===== src/rtl/nn_pkg.sv =====
// Shared types and sizes for the MVM accumulate/quantise stage.
// DIM and NUM_BIT must match the MVM instance this stage sits behind.
package nn_pkg;
  localparam int DIM      = 4;
  localparam int NUM_BIT  = 4;
  localparam int NBIT_MAX = (1 << NUM_BIT) - 1;

  typedef logic [NUM_BIT-1:0] nbit_t;

  typedef enum logic {
    ACCUM = 1'b0,
    HOLD  = 1'b1
  } acc_state_e;
endpackage


===== src/rtl/mvm_acc_quant_if.sv =====
// Bundle of MVM-facing inputs and the valid/ready result port of mvm_acc_quant.
// Handshake: o_y_acc transfers on a cycle with o_valid_acc && i_ready_acc; while o_valid_acc && !i_ready_acc, o_y_acc and o_valid_acc hold.
interface mvm_acc_quant_if import nn_pkg::*; #(
  parameter int NUM_TERMS = 4
);
  localparam int TERM_W = $clog2(NUM_TERMS) + 1;

  logic              i_ismvm_acc;
  nbit_t [DIM-1:0]   i_wx_acc;
  logic              i_clear_acc;
  logic              i_ready_acc;
  logic              o_valid_acc;
  nbit_t [DIM-1:0]   o_y_acc;
  logic [TERM_W-1:0] o_term_acc;
  logic              o_overrun_acc;
  acc_state_e        o_state_acc;

  modport master (
    output i_ismvm_acc, i_wx_acc, i_clear_acc, i_ready_acc,
    input  o_valid_acc, o_y_acc, o_term_acc, o_overrun_acc, o_state_acc
  );

  modport slave (
    input  i_ismvm_acc, i_wx_acc, i_clear_acc, i_ready_acc,
    output o_valid_acc, o_y_acc, o_term_acc, o_overrun_acc, o_state_acc
  );
endinterface


===== src/rtl/mvm_acc_quant_lane.sv =====
// One lane: snapshot of the cumulative MVM counter, modular delta, accumulator
// and the shift/saturate view of the post-capture accumulator value.
module acc_lane import nn_pkg::*; #(
  parameter int ACC_BIT = 8,
  parameter int SHIFT   = 2
) (
  input  logic  clk,
  input  logic  rst_n,
  input  logic  capture,
  input  logic  clear,
  input  logic  last,
  input  nbit_t wx_i,
  output nbit_t y_o
);
  nbit_t              snap_q, snap_d;
  logic [ACC_BIT-1:0] acc_q, acc_d;
  nbit_t              delta;
  logic [ACC_BIT-1:0] acc_sum;
  logic [ACC_BIT-1:0] q;

  // The counter is never cleared by the MVM, so the NUM_BIT-wide subtraction
  // wraps naturally and yields the per-pass increment.
  assign delta   = wx_i - snap_q;
  assign acc_sum = acc_q + ACC_BIT'(delta);
  assign q       = acc_sum >> SHIFT;

  always_comb begin
    y_o = q[NUM_BIT-1:0];
    if (q > ACC_BIT'(NBIT_MAX)) y_o = nbit_t'(NBIT_MAX);
  end

  always_comb begin
    snap_d = snap_q;
    acc_d  = acc_q;
    if (clear) begin
      snap_d = '0;
      acc_d  = '0;
    end else if (capture) begin
      snap_d = wx_i;
      acc_d  = last ? '0 : acc_sum;
    end
  end

  always_ff @(posedge clk) begin
    if (!rst_n) begin
      snap_q <= '0;
      acc_q  <= '0;
    end else begin
      snap_q <= snap_d;
      acc_q  <= acc_d;
    end
  end
endmodule


===== src/rtl/mvm_acc_quant.sv =====
// Accumulates NUM_TERMS MVM passes per lane, then offers the shifted and
// saturated vector on a valid/ready port; a group finishing while held is dropped.
module mvm_acc_quant import nn_pkg::*; #(
  parameter int NUM_TERMS = 4,
  parameter int ACC_BIT   = 8,
  parameter int SHIFT     = 2
) (
  input  logic            i_clk_acc,
  input  logic            i_rst_n_acc,
  mvm_acc_quant_if.slave  acc_if
);
  localparam int TERM_W = $clog2(NUM_TERMS) + 1;

  logic              ismvm_q;
  logic              capture;
  logic              complete;
  logic [TERM_W-1:0] term_q, term_d;
  acc_state_e        state_q, state_d;
  logic              valid_q, valid_d;
  nbit_t [DIM-1:0]   y_q, y_d;
  logic              overrun_q, overrun_d;
  nbit_t [DIM-1:0]   lane_y;

  // Flush wins over a coincident capture, so the capture is masked here.
  assign capture  = ismvm_q && !acc_if.i_ismvm_acc && !acc_if.i_clear_acc;
  assign complete = capture && (term_q == TERM_W'(NUM_TERMS - 1));

  for (genvar g = 0; g < DIM; g++) begin : g_lane
    acc_lane #(
      .ACC_BIT (ACC_BIT),
      .SHIFT   (SHIFT)
    ) u_lane (
      .clk     (i_clk_acc),
      .rst_n   (i_rst_n_acc),
      .capture (capture),
      .clear   (acc_if.i_clear_acc),
      .last    (complete),
      .wx_i    (acc_if.i_wx_acc[g]),
      .y_o     (lane_y[g])
    );
  end

  always_comb begin
    term_d = term_q;
    if (acc_if.i_clear_acc)  term_d = '0;
    else if (complete)       term_d = '0;
    else if (capture)        term_d = term_q + 1'b1;
  end

  always_ff @(posedge i_clk_acc) begin
    if (!i_rst_n_acc) begin
      ismvm_q   <= 1'b0;
      term_q    <= '0;
      state_q   <= ACCUM;
      valid_q   <= 1'b0;
      y_q       <= '0;
      overrun_q <= 1'b0;
    end else begin
      ismvm_q   <= acc_if.i_ismvm_acc;
      term_q    <= term_d;
      state_q   <= state_d;
      valid_q   <= valid_d;
      y_q       <= y_d;
      overrun_q <= overrun_d;
    end
  end

  always_comb begin
    state_d = state_q;
    case (state_q)
      ACCUM:   if (complete) state_d = HOLD;
      HOLD:    if (acc_if.i_ready_acc && !complete) state_d = ACCUM;
      default: state_d = ACCUM;
    endcase
  end

  // A result loads when the port is free or is being drained this cycle;
  // otherwise a finished group is dropped and flagged.
  always_comb begin
    valid_d   = (state_d == HOLD);
    y_d       = y_q;
    overrun_d = 1'b0;
    if (complete) begin
      if (state_q == ACCUM || acc_if.i_ready_acc) y_d = lane_y;
      else                                        overrun_d = 1'b1;
    end
  end

  assign acc_if.o_valid_acc   = valid_q;
  assign acc_if.o_y_acc       = y_q;
  assign acc_if.o_term_acc    = term_q;
  assign acc_if.o_overrun_acc = overrun_q;
  assign acc_if.o_state_acc   = state_q;
endmodule


===== src/flat_wrapper.sv =====
// flat-port wrapper written by rule: the top's interface ports become plain ports
module mvm_acc_quant_flat import nn_pkg::*;
#(
  parameter int NUM_TERMS = 4,
  parameter int ACC_BIT   = 8,
  parameter int SHIFT     = 2
)
  (i_clk_acc, i_rst_n_acc, acc_if_i_ismvm_acc, acc_if_i_wx_acc, acc_if_i_clear_acc, acc_if_i_ready_acc, acc_if_o_valid_acc, acc_if_o_y_acc, acc_if_o_term_acc, acc_if_o_overrun_acc, acc_if_o_state_acc);
  mvm_acc_quant_if #(.NUM_TERMS(NUM_TERMS)) acc_if_i ();
  input  logic i_clk_acc;
  input  logic i_rst_n_acc;
  input wire logic [$bits(acc_if_i.i_ismvm_acc)-1:0] acc_if_i_ismvm_acc;
  input wire logic [$bits(acc_if_i.i_wx_acc)-1:0] acc_if_i_wx_acc;
  input wire logic [$bits(acc_if_i.i_clear_acc)-1:0] acc_if_i_clear_acc;
  input wire logic [$bits(acc_if_i.i_ready_acc)-1:0] acc_if_i_ready_acc;
  output wire logic [$bits(acc_if_i.o_valid_acc)-1:0] acc_if_o_valid_acc;
  output wire logic [$bits(acc_if_i.o_y_acc)-1:0] acc_if_o_y_acc;
  output wire logic [$bits(acc_if_i.o_term_acc)-1:0] acc_if_o_term_acc;
  output wire logic [$bits(acc_if_i.o_overrun_acc)-1:0] acc_if_o_overrun_acc;
  output wire logic [$bits(acc_if_i.o_state_acc)-1:0] acc_if_o_state_acc;
  assign acc_if_i.i_ismvm_acc = acc_if_i_ismvm_acc;
  assign acc_if_i.i_wx_acc = acc_if_i_wx_acc;
  assign acc_if_i.i_clear_acc = acc_if_i_clear_acc;
  assign acc_if_i.i_ready_acc = acc_if_i_ready_acc;
  assign acc_if_o_valid_acc = acc_if_i.o_valid_acc;
  assign acc_if_o_y_acc = acc_if_i.o_y_acc;
  assign acc_if_o_term_acc = acc_if_i.o_term_acc;
  assign acc_if_o_overrun_acc = acc_if_i.o_overrun_acc;
  assign acc_if_o_state_acc = acc_if_i.o_state_acc;
  mvm_acc_quant #(.NUM_TERMS(NUM_TERMS), .ACC_BIT(ACC_BIT), .SHIFT(SHIFT)) u_core (.i_clk_acc(i_clk_acc), .i_rst_n_acc(i_rst_n_acc), .acc_if(acc_if_i));
endmodule

===== config.mk =====
export PLATFORM = sky130hd
export DESIGN_NAME = mvm_acc_quant_flat
export DESIGN_NICKNAME = d
export VERILOG_FILES = /design/src/rtl/nn_pkg.sv /design/src/rtl/mvm_acc_quant_if.sv /design/src/rtl/mvm_acc_quant_lane.sv /design/src/rtl/mvm_acc_quant.sv /design/src/flat_wrapper.sv
export SDC_FILE = /design/constraint.sdc
export NUM_CORES = 1
export LEC_CHECK = 0
export BUFFER_PORTS_ARGS = -buffer_cell sky130_fd_sc_hd__buf_2
export CAP_MARGIN = 20
export CORE_UTILIZATION = 60
export CTS_CLUSTER_DIAMETER = 120
export DETAILED_ROUTE_END_ITERATION = 7
export PLACE_DENSITY_LB_ADDON = 0.3
export SETUP_SLACK_MARGIN = 0.5
export SLEW_MARGIN = 0
export SYNTH_ARGS = -nofsm -noshare
export SYNTH_HDL_FRONTEND = slang
export SYNTH_SLANG_ARGS = --single-unit
export TNS_END_PERCENT = 20

===== constraint.sdc =====
create_clock -name i_clk_acc -period 4.66 [get_ports i_clk_acc]
set_input_delay 0.699 -clock i_clk_acc [delete_from_list [all_inputs] [get_ports i_clk_acc]]
set_output_delay 0.699 -clock i_clk_acc [all_outputs]
set_load 0.01 [all_outputs]

; ---- Word level (Yosys, flattened, before mapping)
; Index checks and enable logic that the tools add are counted.
[op_classes]
add_sub_neg = 9
n_lt_le_gt_ge = 4
eq_ne = 1
muxes = 12
bitwise_logic = 2
reduce_logical = 12
[op_table]
columns = cell, n
row1 = adder 8 x 4 -> 8 bit, 4
row2 = 2-to-1 mux 8 bit, 4
row3 = "> comparator 6 x 4 -> 1 bit, second input constant", 4
row4 = 2-to-1 mux 4 bit, 4
row5 = subtractor 4 bit, 4
row6 = logical AND 1 bit, 4
row7 = AND reduction 2 bit, 2
row8 = "adder 3 x 1 -> 3 bit, second input constant", 1
row9 = "equality test 3 x 2 -> 1 bit, second input constant", 1
row10 = logical NOT 1 bit, 3
row11 = 2-to-1 mux 1 bit, 3
row12 = OR reduction 3 bit, 1
row13 = inverter 1 bit, 2
row14 = one-hot mux 1 bit (2 select lines), 1
row15 = OR reduction 2 bit, 1
row16 = logical OR 1 bit, 1
[totals]
ff_bits = 70
in_bits = 21
output_inout_bits = 22
word_cells = 56

; ---- Logic depth before layout (Yosys ltp)
; Gate-level depths: netlist of run 1.
[logic_depth]
ltp_word = 8
depth_mapped = 13
ltp_nobuf = 12

; ---- Modules after synthesis
; A second synthesis of run 1 with hierarchy kept.
[unflattened]
hier_cells = 519
hier_area_um2 = 4545.6
[by_module_without_submodules]
columns = module, n_inst, cells_per_inst, area_each_um2, seq_area_each_um2
row1 = acc_lane at u_core.g_lane[1].u_lane ..., 2, 104, 912.1, 240.2
row2 = acc_lane at u_core.g_lane[0].u_lane ..., 2, 108, 900.9, 240.2
row3 = mvm_acc_quant, 1, 95, 919.6, 440.4

; ---- Worst setup path after synthesis of run 1
; OpenSTA, ideal clock, no wires.
[synth_path]
path_kind = in2reg
startpoint = in acc_if_i_wx_acc[4]
endpoint = reg u_core.y_q (netlist bit u_core.acc_if.o_y_acc[4])
setup_time_ps = 119
arrival_ps = 2816
required_time_ps = 4541
setup_slack_ps = 1725
path_stages = 11
path_buffers = 0
cell_sequence = inv_1 -> ha_1 -> inv_1 -> fa_1 -> inv_1 -> fa_1 -> nor2b_1 -> nand3_1 -> o32ai_1 -> a22oi_1 -> o221a_2
[synth_via]
elab_chain_len = 4
[synth_lines]
columns = item, line
row1 = from (decl), flat_wrapper.sv:13  ; input wire logic [$bits(acc_if_i.i_wx_acc)-1:0] acc_if_i_wx_acc;
row2 = subtractor 4 bit (*), mvm_acc_quant_lane.sv:23  ; assign delta = wx_i - snap_q;
row3 = adder 8 x 4 -> 8 bit (*), mvm_acc_quant_lane.sv:24  ; assign acc_sum = acc_q + ACC_BIT'(delta);
row4 = > comparator 6 x 4 -> 1 bit, mvm_acc_quant_lane.sv:29  ; if (q > ACC_BIT'(NBIT_MAX)) y_o = nbit_t'(NBIT_MAX);
row5 = 2-to-1 mux 4 bit (*), mvm_acc_quant_lane.sv:29
row6 = to (signal assigned), mvm_acc_quant.sv:63  ; y_q <= y_d;
row7 = to (decl), mvm_acc_quant.sv:20  ; nbit_t [DIM-1:0] y_q, y_d;
; Mark *: on every way between the ends. The rest lies on a longest branch, timed or not.
; A chain may end at the register's enable or synchronous reset.

; ---- Worst setup path in the final report of run 1
[layout_path]
startpoint = in acc_if_i_wx_acc[4]
endpoint = reg u_core.y_q (netlist bit u_core.acc_if.o_y_acc[6])
; Same word-level chain as after synthesis.

==> run summary, run 1 <==
Routed vias/inst: 5.85
Endpoints failing hold: 0
Max VDD drop: 0.203 mV
Setup tns final: 0 ns
Main synth FF type: dfxtp_1
Largest net degree at the start of global routing: 52
H-Tree Depth: 3
CTS Root Cell: clkbuf_8
Number of synthesized flops with an enable pin: 0
Startpoint types: input port
Synth cell types: 52
Skew-Pair Late Insertion Delay: 0.35 ns
Hold Crit Class: register to register
Worst slew margin: 35.6%
Sequential area share after synthesis: 34.1%
# rows: 29
Post-synthesis compound-gate area fraction: 20.4%
Yosys top cell by area: dfxtp_1
Worst-path fanout max: 4
Largest family of logic cells by synthesized area: compound AO/OA/AOI/OAI gates
DR DRC count: 3
Worst hold start: u_core.g_lane[3].u_lane.snap_q[1]$_SDFFE_PP0P_
WP data required: 4.96 ns
Multiplexer share of the synthesized area: 0.488%
Data arrival time of the worst path: 3.22 ns
Post-synth top area share: 34.1%
Met1 Use GR: 32.9%
Setup CP Type: input port to register
Router iterations before antenna repair: 8
Synth Area in Adders: 13.0%
Core area: 6460 um^2
WHS Path Cells: 2
CTS tree: done
Hold path endpoint: u_core.g_lane[3].u_lane.snap_q[1]$_SDFFE_PP0P_
Via count: 3611
Layout cells sized above 1: 13.3%
Syn Inst Count: 506
Die X: 84.7 um
Failing checks: design-rule violations
Final nets: 594
Final setup viols: 0
Tmin final: 2.93 ns
Static Leakage: 1.86 nW
Die Area: 7170 um^2
Tcrit/Tclk final: 62.8%
Setup crit end kind: register
Power per cell area: 269 nW/um^2
R2r worst-path depth: 5
CTS Buffer Depth: 2
Post-synthesis simple-gate area fraction: 19.5%
Max-Cap Viols: 0
Met3 Use GR: 6.69%
Ant diodes: 0
Initial Util: 63.5%
Final Skew: 0.00758 ns
Num CTS Buffers: 9
Final slew viol count: 0
Synthesis-to-layout area growth: 10.6%
Mapped Nets: 565
CTS Hold Buffers Added: 0
Worst-Margin Slew: 0.966 ns
Max Fclk: 342 MHz
#FFs+latches synth: 70
Met2 usage: 45.6%
Congestion Overflow GR: 0
WL final: 9090 um
Initial DRC count: 184
Worst slack, placed: 1.41 ns
YS warnings: 0
GP Congestion: 0.886
Synth Area per Inst: 8.11 um^2
Status: finished with violations
Reg2Reg Capture Point: u_core.acc_if.o_y_acc[10]$_SDFFE_PN0P_
Fillers: 536
Initial antenna violation count: 0
Flop-to-flop setup slack: 1.87 ns
Postcts setup bufs: 0
Post-synth ARST share: 0%
Worst r2r src: u_core.acc_if.o_term_acc[0]$_SDFFE_PP0P_
Final ANT Viol Nets: 0
Clk sink count: 70
Mapped Area: 4100 um^2
GRT Max-Usage Layer: met2
Post-DP HPWL: 6290 um
Cts repair resizes: 0
Worst-path clk slew: 0.08 ns
RSZ-0062 raised after global routing: false
First-pass GRT wire length: 15300 um
Number of global-route vias before repair: 3389
Total global routing track utilization: 26.9%
IO buf count: 42
Die extent in y: 84.7 um
Wire per inst: 14.7 um
Ports: 43
Main area contributors after synthesis: dfxtp_1 (34%), ha_1 (9.1%), a21oi_1 (7.6%), nand2_1 (4.5%), fa_1 (3.9%)
Setup slack after layout: 1.73 ns
Xor-xnor portion of the synthesized cell area: 5.98%
==> synthesized netlist by cell type, drive strengths merged (8+ instances only) <==
master,n
and3,12
dfxtp,70
o21ai,26
nor2b,12
clkbuf,17
nand2,49
xor2,13
a21o,8
nor2,41
a22oi,9
nor3,14
ha,30
fa,8
nand3,14
xnor2,15
a21oi,62
inv,40
buf,10
==> flip-flops by register name (all words and copies together), names as in the netlist <==
name	cells
u_core.g_lane.u_lane.snap_q	16
u_core.acc_if.o_overrun_acc	1
u_core.g_lane.u_lane.acc_q	32
u_core.acc_if.o_term_acc	3
u_core.ismvm_q	1
u_core.acc_if.o_state_acc	1
u_core.acc_if.o_y_acc	16
==> worst max-delay path, stage by stage <==
cell and delay [ns]:
buf_2 0.10, inv_1 0.05, ha_1 0.13, inv_1 0.06
fa_1 0.54, inv_1 0.07, fa_1 0.47, nand2b_1 0.17
a21oi_1 0.21, o32ai_1 0.13, a22oi_1 0.33, o221a_2 0.26
==> power by group <==
group          switching, W  internal, W
clock network      0.000236     0.000275
registers        0.00000185     0.000601
logic             0.0000666    0.0000423
==> per-stage QoR <==
| stage | power, W | hold WS (ns) | instances | instance area, um^2 | util, % |
|---|---|---|---|---|---|
| CTS | 0.00123 | 0.457 | 616 | 4520 | 70.0 |
| finish | 0.00122 | 0.457 | 617 | 4540 | 70.3 |
| detailed placement | 0.000722 | 0.447 | 600 | 4310 | 66.8 |
| global placement | 0.000717 | 0.443 | 600 | 4310 | 66.8 |
| global route | 0.00126 | 0.471 | 617 | 4540 | 70.3 |
| floorplan | 0.000691 | 0.436 | 506 | 4100 | - |
==> how the worst max path moves through the flow <==
stage,from,to,slack (ns),depth (start not counted)
floorplan,acc_if_i_wx_acc[4],u_core.acc_if.o_y_acc[4]$_SDFFE_PN0P_,1.73,11
global placement,acc_if_i_wx_acc[4],u_core.acc_if.o_y_acc[4]$_SDFFE_PN0P_,1.51,12
detailed placement,acc_if_i_wx_acc[4],u_core.acc_if.o_y_acc[6]$_SDFFE_PN0P_,1.41,12
CTS,acc_if_i_wx_acc[4],u_core.acc_if.o_y_acc[6]$_SDFFE_PN0P_,1.77,12
global route,acc_if_i_wx_acc[4],u_core.acc_if.o_y_acc[7]$_SDFFE_PN0P_,1.52,12
finish,acc_if_i_wx_acc[4],u_core.acc_if.o_y_acc[6]$_SDFFE_PN0P_,1.73,12
==> routing by layer <==
| layer | part of all wire [%] | vias to the layer above |
|---|---|---|
| met4 | 2.4 | 0 |
| met1 | 44 | 1703 |
| met3 | 4.2 | 25 |
| met5 | 0 | - |
| li1 | - | 1801 |
| met2 | 49 | 82 |
==> layout make-up <==
class / count / area (um^2) / share of cell area, %
well taps: 77 / 96.3 / 2.12
flip-flops and latches: 70 / 1400 / 30.9
clock buffers: 11 / 151 / 3.33
repair buffers: 45 / 245 / 5.40
multi-input cells: 369 / 2440 / 53.7
inverters: 40 / 150 / 3.31
clock inverters: 5 / 57.6 / 1.27
==> cell families (layout without fill, tap and decap cells) <==
kind of cell	after synthesis	count (layout)
adder cells (fa/ha/maj)	38	38
XOR/XNOR	28	28
AO/OA/AOI/OAI	136	136
AND/OR/NAND/NOR	165	165
buffers and inverters	67	101
multiplexers	2	2
flip-flops	70	70
==> layout by cell type, fill, tap and decap left out, drive strengths merged, types with 3 or more instances in the layout <==
master / n
clkinvlp: 3
nor2b: 12
nand4: 3
and2: 3
dfxtp: 70
or3: 5
o211ai: 5
o21ai: 26
a22oi: 9
xor2: 13
nor3: 14
a21oi: 62
nand2: 49
nand3: 14
fa: 8
clkbuf: 11
o221a: 4
buf: 45
inv: 40
nand2b: 5
xnor2: 15
and3: 12
a21o: 8
nor3b: 3
nor2: 41
ha: 30
a31oi: 4
No activity file was read; power rests on OpenSTA's default activity.
==> run 2: changes to the inputs <==
CORE_UTILIZATION = 53   (was 60)
clock period = 2.6 ns   (was 4.66 ns; I/O delays follow)
==> run 2 against run 1 <==
The flow now finishes without violations; first-iteration DRC count grew 27%; critical path depth shrank 2; final area increased by 16%; worst hold slack worse by 0.17 ns.
==> run summary, run 2 (synthesis gave the netlist of run 1 again) <==
CTS Root Cell: clkbuf_8 (unchanged)
Post-DP HPWL: 6680 um (was 6290 um)
Worst slew margin: 59.6% (was 35.6%)
Psw: 0.000573 W (was 0.000304 W)
Clock power frac: 40.2% (was 41.8%)
Max-Cap Viols: 0 (unchanged)
H-Tree Depth: 3 (unchanged)
Final slew viol count: 0 (unchanged)
Setup CP Type: register to register (was input port to register)
Fillers: 546 (was 536)
Ports: 43 (unchanged)
First-pass GRT wire length: 16800 um (was 15300 um)
Skew-Pair Late Insertion Delay: 0.35 ns (about the same)
Status: finished, final reports clean (was finished with violations)
Comb power frac: 12.2% (was 8.9%)
DR DRC count: 0 (was 3)
Switching share of power: 25.2% (was 24.9%)
Fin area: 5280 um^2 (was 4540 um^2)
Total global routing track utilization: 25.6% (was 26.9%)
Die extent in y: 90.0 um (was 84.7 um)
Setup crit end kind: register (unchanged)
Crit-path cells: ha_4, inv_2, fa_2, inv_2, fa_2, nand2b_4, a21oi_4, o32ai_2, a32o_2, a21oi_2 (was buf_2, inv_1, ha_1, inv_1, fa_1, inv_1, fa_1, nand2b_1, a21oi_1, o32ai_1, a22oi_1, o221a_2)
P_int: 0.00170 W (was 0.000918 W)
Initial DRC count: 234 (was 184)
WL final: 10100 um (was 9090 um)
Final nets: 630 (was 594)
Initial antenna violation count: 0 (unchanged)
Wire per inst: 15.0 um (was 14.7 um)
Layout cells sized above 1: 32.6% (was 13.3%)
Max Fclk: 396 MHz
Tcrit/Tclk final: 97.2%
Static Leakage: 2.10 nW (was 1.86 nW)
Most frequent cells in the layout: dfxtp_1 (62), nand2_1 (49), a21oi_1 (49) (was dfxtp_1 (70), a21oi_1 (62), nand2_1 (49))
Die X: 90.0 um (was 84.7 um)
Max stage delay on crit path: 0.60 ns (was 0.54 ns)
Largest net degree at the start of global routing: 44 (was 52)
WP data required: 2.89 ns (was 4.96 ns)
IO buf count: 42 (unchanged)
Max VDD drop: 0.351 mV (was 0.203 mV)
Num CTS Buffers: 9 (unchanged)
Area of the multi-input gates: 2840 um^2 (was 2440 um^2)
Synthesis-to-layout area growth: 28.7% (was 10.6%)
# rows: 31 (was 29)
Ant diodes: 0 (unchanged)
Hold Crit Class: input port to register (was register to register)
Final Skew: 0.00768 ns (was 0.00758 ns)
Top reg by flops: u_core.g_lane.u_lane.acc_q (unchanged)
Number of global-route vias before repair: 3765 (was 3389)
Worst-path fanout max: 4 (unchanged)
Die Area: 8100 um^2 (was 7170 um^2)
CTS tree: done (unchanged)
Sequential Power Share: 47.5% (was 49.3%)
Tmin final: 2.53 ns
Endpoints failing hold: 0 (unchanged)
Finished Core Util: 71.6% (was 70.3%)
Congestion Overflow GR: 0 (unchanged)
Data arrival time of the worst path: 2.82 ns (was 3.22 ns)
Hold_ws: 0.290 ns (was 0.457 ns)
WP buf/inv: 2 (was 4)
WHS Path Cells: 3 (was 2)
Crit path max-delay family: adder cells (unchanged)
Slowest-stage cell, CP: fa_2 (was fa_1)
Final ANT Viol Nets: 0 (unchanged)
Worst-path clk slew: 0.08 ns (about the same)
Initial Util: 55.7% (was 63.5%)
Routed vias/inst: 5.66 (was 5.85)
CTS Buffer Depth: 2 (unchanged)
Register area: 1410 um^2 (was 1400 um^2)
Final setup viols: 0 (unchanged)
R2r worst-path depth: 10 (was 5)
Core area: 7370 um^2 (was 6460 um^2)
Clk sink count: 70 (unchanged)
RSZ-0062 raised after global routing: true (was false)
GP Congestion: 0.918 (was 0.886)
Max reg flops: 32 (unchanged)
Worst-Margin Slew: 0.605 ns (was 0.966 ns)
Crit path depth: 10 (was 12)
Startpoint types: register (was input port)
Via count: 3823 (was 3611)
Router iterations before antenna repair: 5 (was 8)
Power per cell area: 430 nW/um^2 (was 269 nW/um^2)
Area post-placement: 4740 um^2 (was 4310 um^2)
Commonest non-fill, non-tap cell in the layout: dfxtp_1 (unchanged)
## run 2: per-layer routing
layer	global-route usage, %	part of all wire (%)	up-vias
met3	4.48	4.3	27
met1	31.0	44	1811
met2	43.6	49	115
li1	-	-	1870
met4	13.3	2.9	0
met5	0	0	-
## run 2: worst reg2reg max path, cell delays in order (launching register included)
cell	delay, ns
dfxtp_2	0.35
ha_4	0.13
inv_2	0.04
fa_2	0.60
inv_2	0.05
fa_2	0.40
nand2b_4	0.17
a21oi_4	0.17
o32ai_2	0.09
a32o_2	0.32
a21oi_2	0.15
## run 2: final timing paths
check,startpoint,endpoint,slack [ns]
min reg2reg,u_core.g_lane[0].u_lane.snap_q[2]$_SDFFE_PP0P_,u_core.g_lane[0].u_lane.snap_q[2]$_SDFFE_PP0P_,0.46
min,acc_if_i_wx_acc[14],u_core.g_lane[3].u_lane.snap_q[2]$_SDFFE_PP0P_,0.29
max,u_core.g_lane[2].u_lane.snap_q[0]$_SDFFE_PP0P_,u_core.acc_if.o_y_acc[10]$_SDFFE_PN0P_,0.07
max reg2reg,u_core.g_lane[2].u_lane.snap_q[0]$_SDFFE_PP0P_,u_core.acc_if.o_y_acc[10]$_SDFFE_PN0P_,0.07
## run 2: through the flow
stage / TNS [ns] / setup WS (ns) / cells / power, W
3_3_place_gp: -0.494 / -0.0550 / 652 / 0.00133
2_1_floorplan: 0 / 0.205 / 506 / 0.00125
5_1_grt: -0.0383 / -0.0207 / 675 / 0.00235
6_report: 0 / 0.0740 / 675 / 0.00227
3_5_place_dp: -1.91 / -0.124 / 652 / 0.00134
4_1_cts: 0 / 0.116 / 669 / 0.00225
## run 2: power by group through the flow
stage | registers, W | logic, W | clock network, W
after CTS | 0.00108 | 0.000251 | 0.000922
final | 0.00108 | 0.000278 | 0.000914
after floorplan | 0.00110 | 0.000146 | 0
after detailed placement | 0.00111 | 0.000230 | 0
after global placement | 0.00110 | 0.000222 | 0
after global routing | 0.00108 | 0.000305 | 0.000967
## run 2: repair_timing
item / in CTS / in global routing
setup buffers: 1 / 6
hold buffers: 0 / 0
resized for setup: 24 / 35
setup endpoints to repair: 41 / 43
pin swaps: 25 / 29
## run 2: area by class of cell
type	count	share of cell area [%]
multi-input cells	369	53.8
repair buffers	81	9.67
well taps	99	2.35
clock buffers	13	3.01
flip-flops and latches	70	26.7
clock inverters	3	0.806
inverters	40	3.60
==> run 3: changes to the inputs <==
CORE_ASPECT_RATIO = 1.75   (was not set)
==> run 3 against run 2 <==
Count of clock-buffer cells in the layout fell by 4; critical path depth did not move; sequential share of layout area fell by 0.44 points; die area rose by 0.17%; clock skew fell by 0.0023 ns; routed wire length rose by 4.3%; critical path type unchanged; largest power group is now clock.
==> run summary, run 3 (synthesis gave the netlist of run 1 again) <==
Number of global-route vias before repair: 3816 (was 3765)
Final Skew: 0.00534 ns (was 0.00768 ns)
Initial antenna violation count: 0 (unchanged)
Max stage delay on crit path: 0.53 ns (was 0.60 ns)
Synthesis-to-layout area growth: 30.8% (was 28.7%)
Status: finished, final reports clean (unchanged)
CTS Buffer Depth: 2 (unchanged)
H-Tree Depth: 3 (unchanged)
Skew-Pair Late Insertion Delay: 0.34 ns (was 0.35 ns)
RSZ-0062 raised after global routing: true (unchanged)
Post-DP HPWL: 7200 um (was 6680 um)
Final nets: 641 (was 630)
Max-Cap Viols: 0 (unchanged)
Crit path max-delay family: adder cells (unchanged)
Static Leakage: 2.18 nW (was 2.10 nW)
Hold Crit Class: input port to register (unchanged)
Setup tns final: 0 ns (unchanged)
First-pass GRT wire length: 16600 um (was 16800 um)
Largest net degree at the start of global routing: 28 (was 44)
Setup CP Type: register to register (unchanged)
Router iterations before antenna repair: 4 (was 5)
Die X: 68.5 um (was 90.0 um)
Core area: 7510 um^2 (was 7370 um^2)
# rows: 42 (was 31)
Final setup viols: 0 (unchanged)
Tcrit/Tclk final: 94.6% (was 97.2%)
Congestion Overflow GR: 0 (unchanged)
Via count: 3915 (was 3823)
Initial Util: 54.6% (was 55.7%)
Max VDD drop: 0.339 mV (was 0.351 mV)
Initial DRC count: 208 (was 234)
Final slew viol count: 0 (unchanged)
CTS tree: done (unchanged)
IO buf count: 42 (unchanged)
Fillers: 555 (was 546)
CTS Root Cell: clkbuf_16 (was clkbuf_8)
Worst-path fanout max: 4 (unchanged)
Die extent in y: 118 um (was 90.0 um)
Total global routing track utilization: 27.3% (was 25.6%)
Startpoint types: register (unchanged)
Max reg flops: 32 (unchanged)
Endpoints failing hold: 0 (unchanged)
DR DRC count: 0 (unchanged)
Clk sink count: 70 (unchanged)
Most frequent cells in the layout: dfxtp_1 (62), a21oi_1 (51), nand2_1 (49), buf_4 (49), buf_2 (42) (was dfxtp_1 (62), nand2_1 (49), a21oi_1 (49))
Ports: 43 (unchanged)
Layout cells sized above 1: 33.2% (was 32.6%)
Data arrival time of the worst path: 2.73 ns (was 2.82 ns)
Setup crit end kind: register (unchanged)
Commonest non-fill, non-tap cell in the layout: dfxtp_1 (unchanged)
Ant diodes: 0 (unchanged)
WP data required: 2.87 ns (was 2.89 ns)
GP Congestion: 0.866 (was 0.918)
WL final: 10600 um (was 10100 um)
Worst slew margin: 69.3% (was 59.6%)
Non-Filler Instances: 675 (unchanged)
Tmin final: 2.46 ns (was 2.53 ns)
Die Area: 8110 um^2 (was 8100 um^2)
Placed insts: 646 (was 652)
Design Power: 0.00255 W (was 0.00227 W)
WP buf/inv: 2 (unchanged)
Wire per inst: 15.7 um (was 15.0 um)
Crit-path cells: ha_4, inv_2, fa_2, inv_2, fa_2, nand2b_4, a21oi_4, o32ai_2, a32o_2, a21oi_2 (unchanged)
Num CTS Buffers: 9 (unchanged)
Max Fclk: 406 MHz (was 396 MHz)
Routed vias/inst: 5.80 (was 5.66)
Worst-path clk slew: 0.05 ns (was 0.08 ns)
Top reg by flops: u_core.g_lane.u_lane.acc_q (unchanged)
Worst-Margin Slew: 0.460 ns (was 0.605 ns)
Final ANT Viol Nets: 0 (unchanged)
Slowest-stage cell, CP: fa_2 (unchanged)
Power per cell area: 476 nW/um^2 (was 430 nW/um^2)
-- run 3: cell types whose count changed in the layout (fill, tap and decap cells not counted), moves of 3 or more --
cell	delta
clkinv_2	+3
clkbuf_16	+9
buf_4	+12
ha_4	-4
ha_1	+3
clkbuf_8	-11
-- run 3: through the flow --
stage                     hold slack, ns  worst slack [ns]  utilization (%)  area [um^2]
after CTS                          0.294             0.102             69.5         5220
after global routing               0.315            0.0519             71.4         5370
final                              0.290             0.140             71.4         5370
after floorplan                    0.436             0.205                -         4280
after global placement             0.442            -0.104             63.4         4760
after detailed placement           0.450            -0.141             63.4         4760
-- run 3: final cells by class --
type	count	area (um^2)	area share [%]
clock inverters	7	65.1	1.21
repair buffers	92	589	11.0
inverters	40	188	3.50
well taps	88	110	2.05
clock buffers	9	225	4.20
flip-flops and latches	70	1410	26.3
multi-input cells	369	2780	51.8
-- run 3: timing repair --
item,4_1_cts,5_1_grt
buffers inserted,8,5
hold buffers,0,0
gates resized for setup,25,24
pin swaps,35,26
endpoints found under the setup margin,40,40
-- run 3: worst paths after layout --
kind / startpoint / end / slack [ns] / cells past startpoint
min reg2reg: u_core.g_lane[2].u_lane.snap_q[2]$_SDFFE_PP0P_ / u_core.g_lane[2].u_lane.snap_q[2]$_SDFFE_PP0P_ / 0.46 / 2
max: u_core.g_lane[2].u_lane.snap_q[0]$_SDFFE_PP0P_ / u_core.acc_if.o_y_acc[10]$_SDFFE_PN0P_ / 0.14 / 10
min: acc_if_i_wx_acc[8] / u_core.g_lane[2].u_lane.snap_q[0]$_SDFFE_PP0P_ / 0.29 / 3
max reg2reg: u_core.g_lane[2].u_lane.snap_q[0]$_SDFFE_PP0P_ / u_core.acc_if.o_y_acc[10]$_SDFFE_PN0P_ / 0.14 / 10
-- run 3: worst register-to-register path, cell delays in order (launching register included) --
cell      delay [ns]
dfxtp_2         0.34
ha_4            0.13
inv_2           0.04
fa_2            0.53
inv_2           0.04
fa_2            0.39
nand2b_4        0.17
a21oi_4         0.18
o32ai_2         0.09
a32o_2          0.34
a21oi_2         0.15
-- run 3: power breakdown --
group	internal, W	switching (W)
clock network	0.000734	0.000467
registers	0.00108	0.00000373
logic	0.000126	0.000145
total	0.00194	0.000615
-- run 3: layer usage --
layer | vias up | wire length, um | global-route usage (%)
met5 | - | 0 | 0
met2 | 96 | 5730 | 47.9
met4 | 0 | 506 | 18.1
li1 | 1896 | - | -
met1 | 1884 | 3950 | 27.2
met3 | 39 | 387 | 5.41
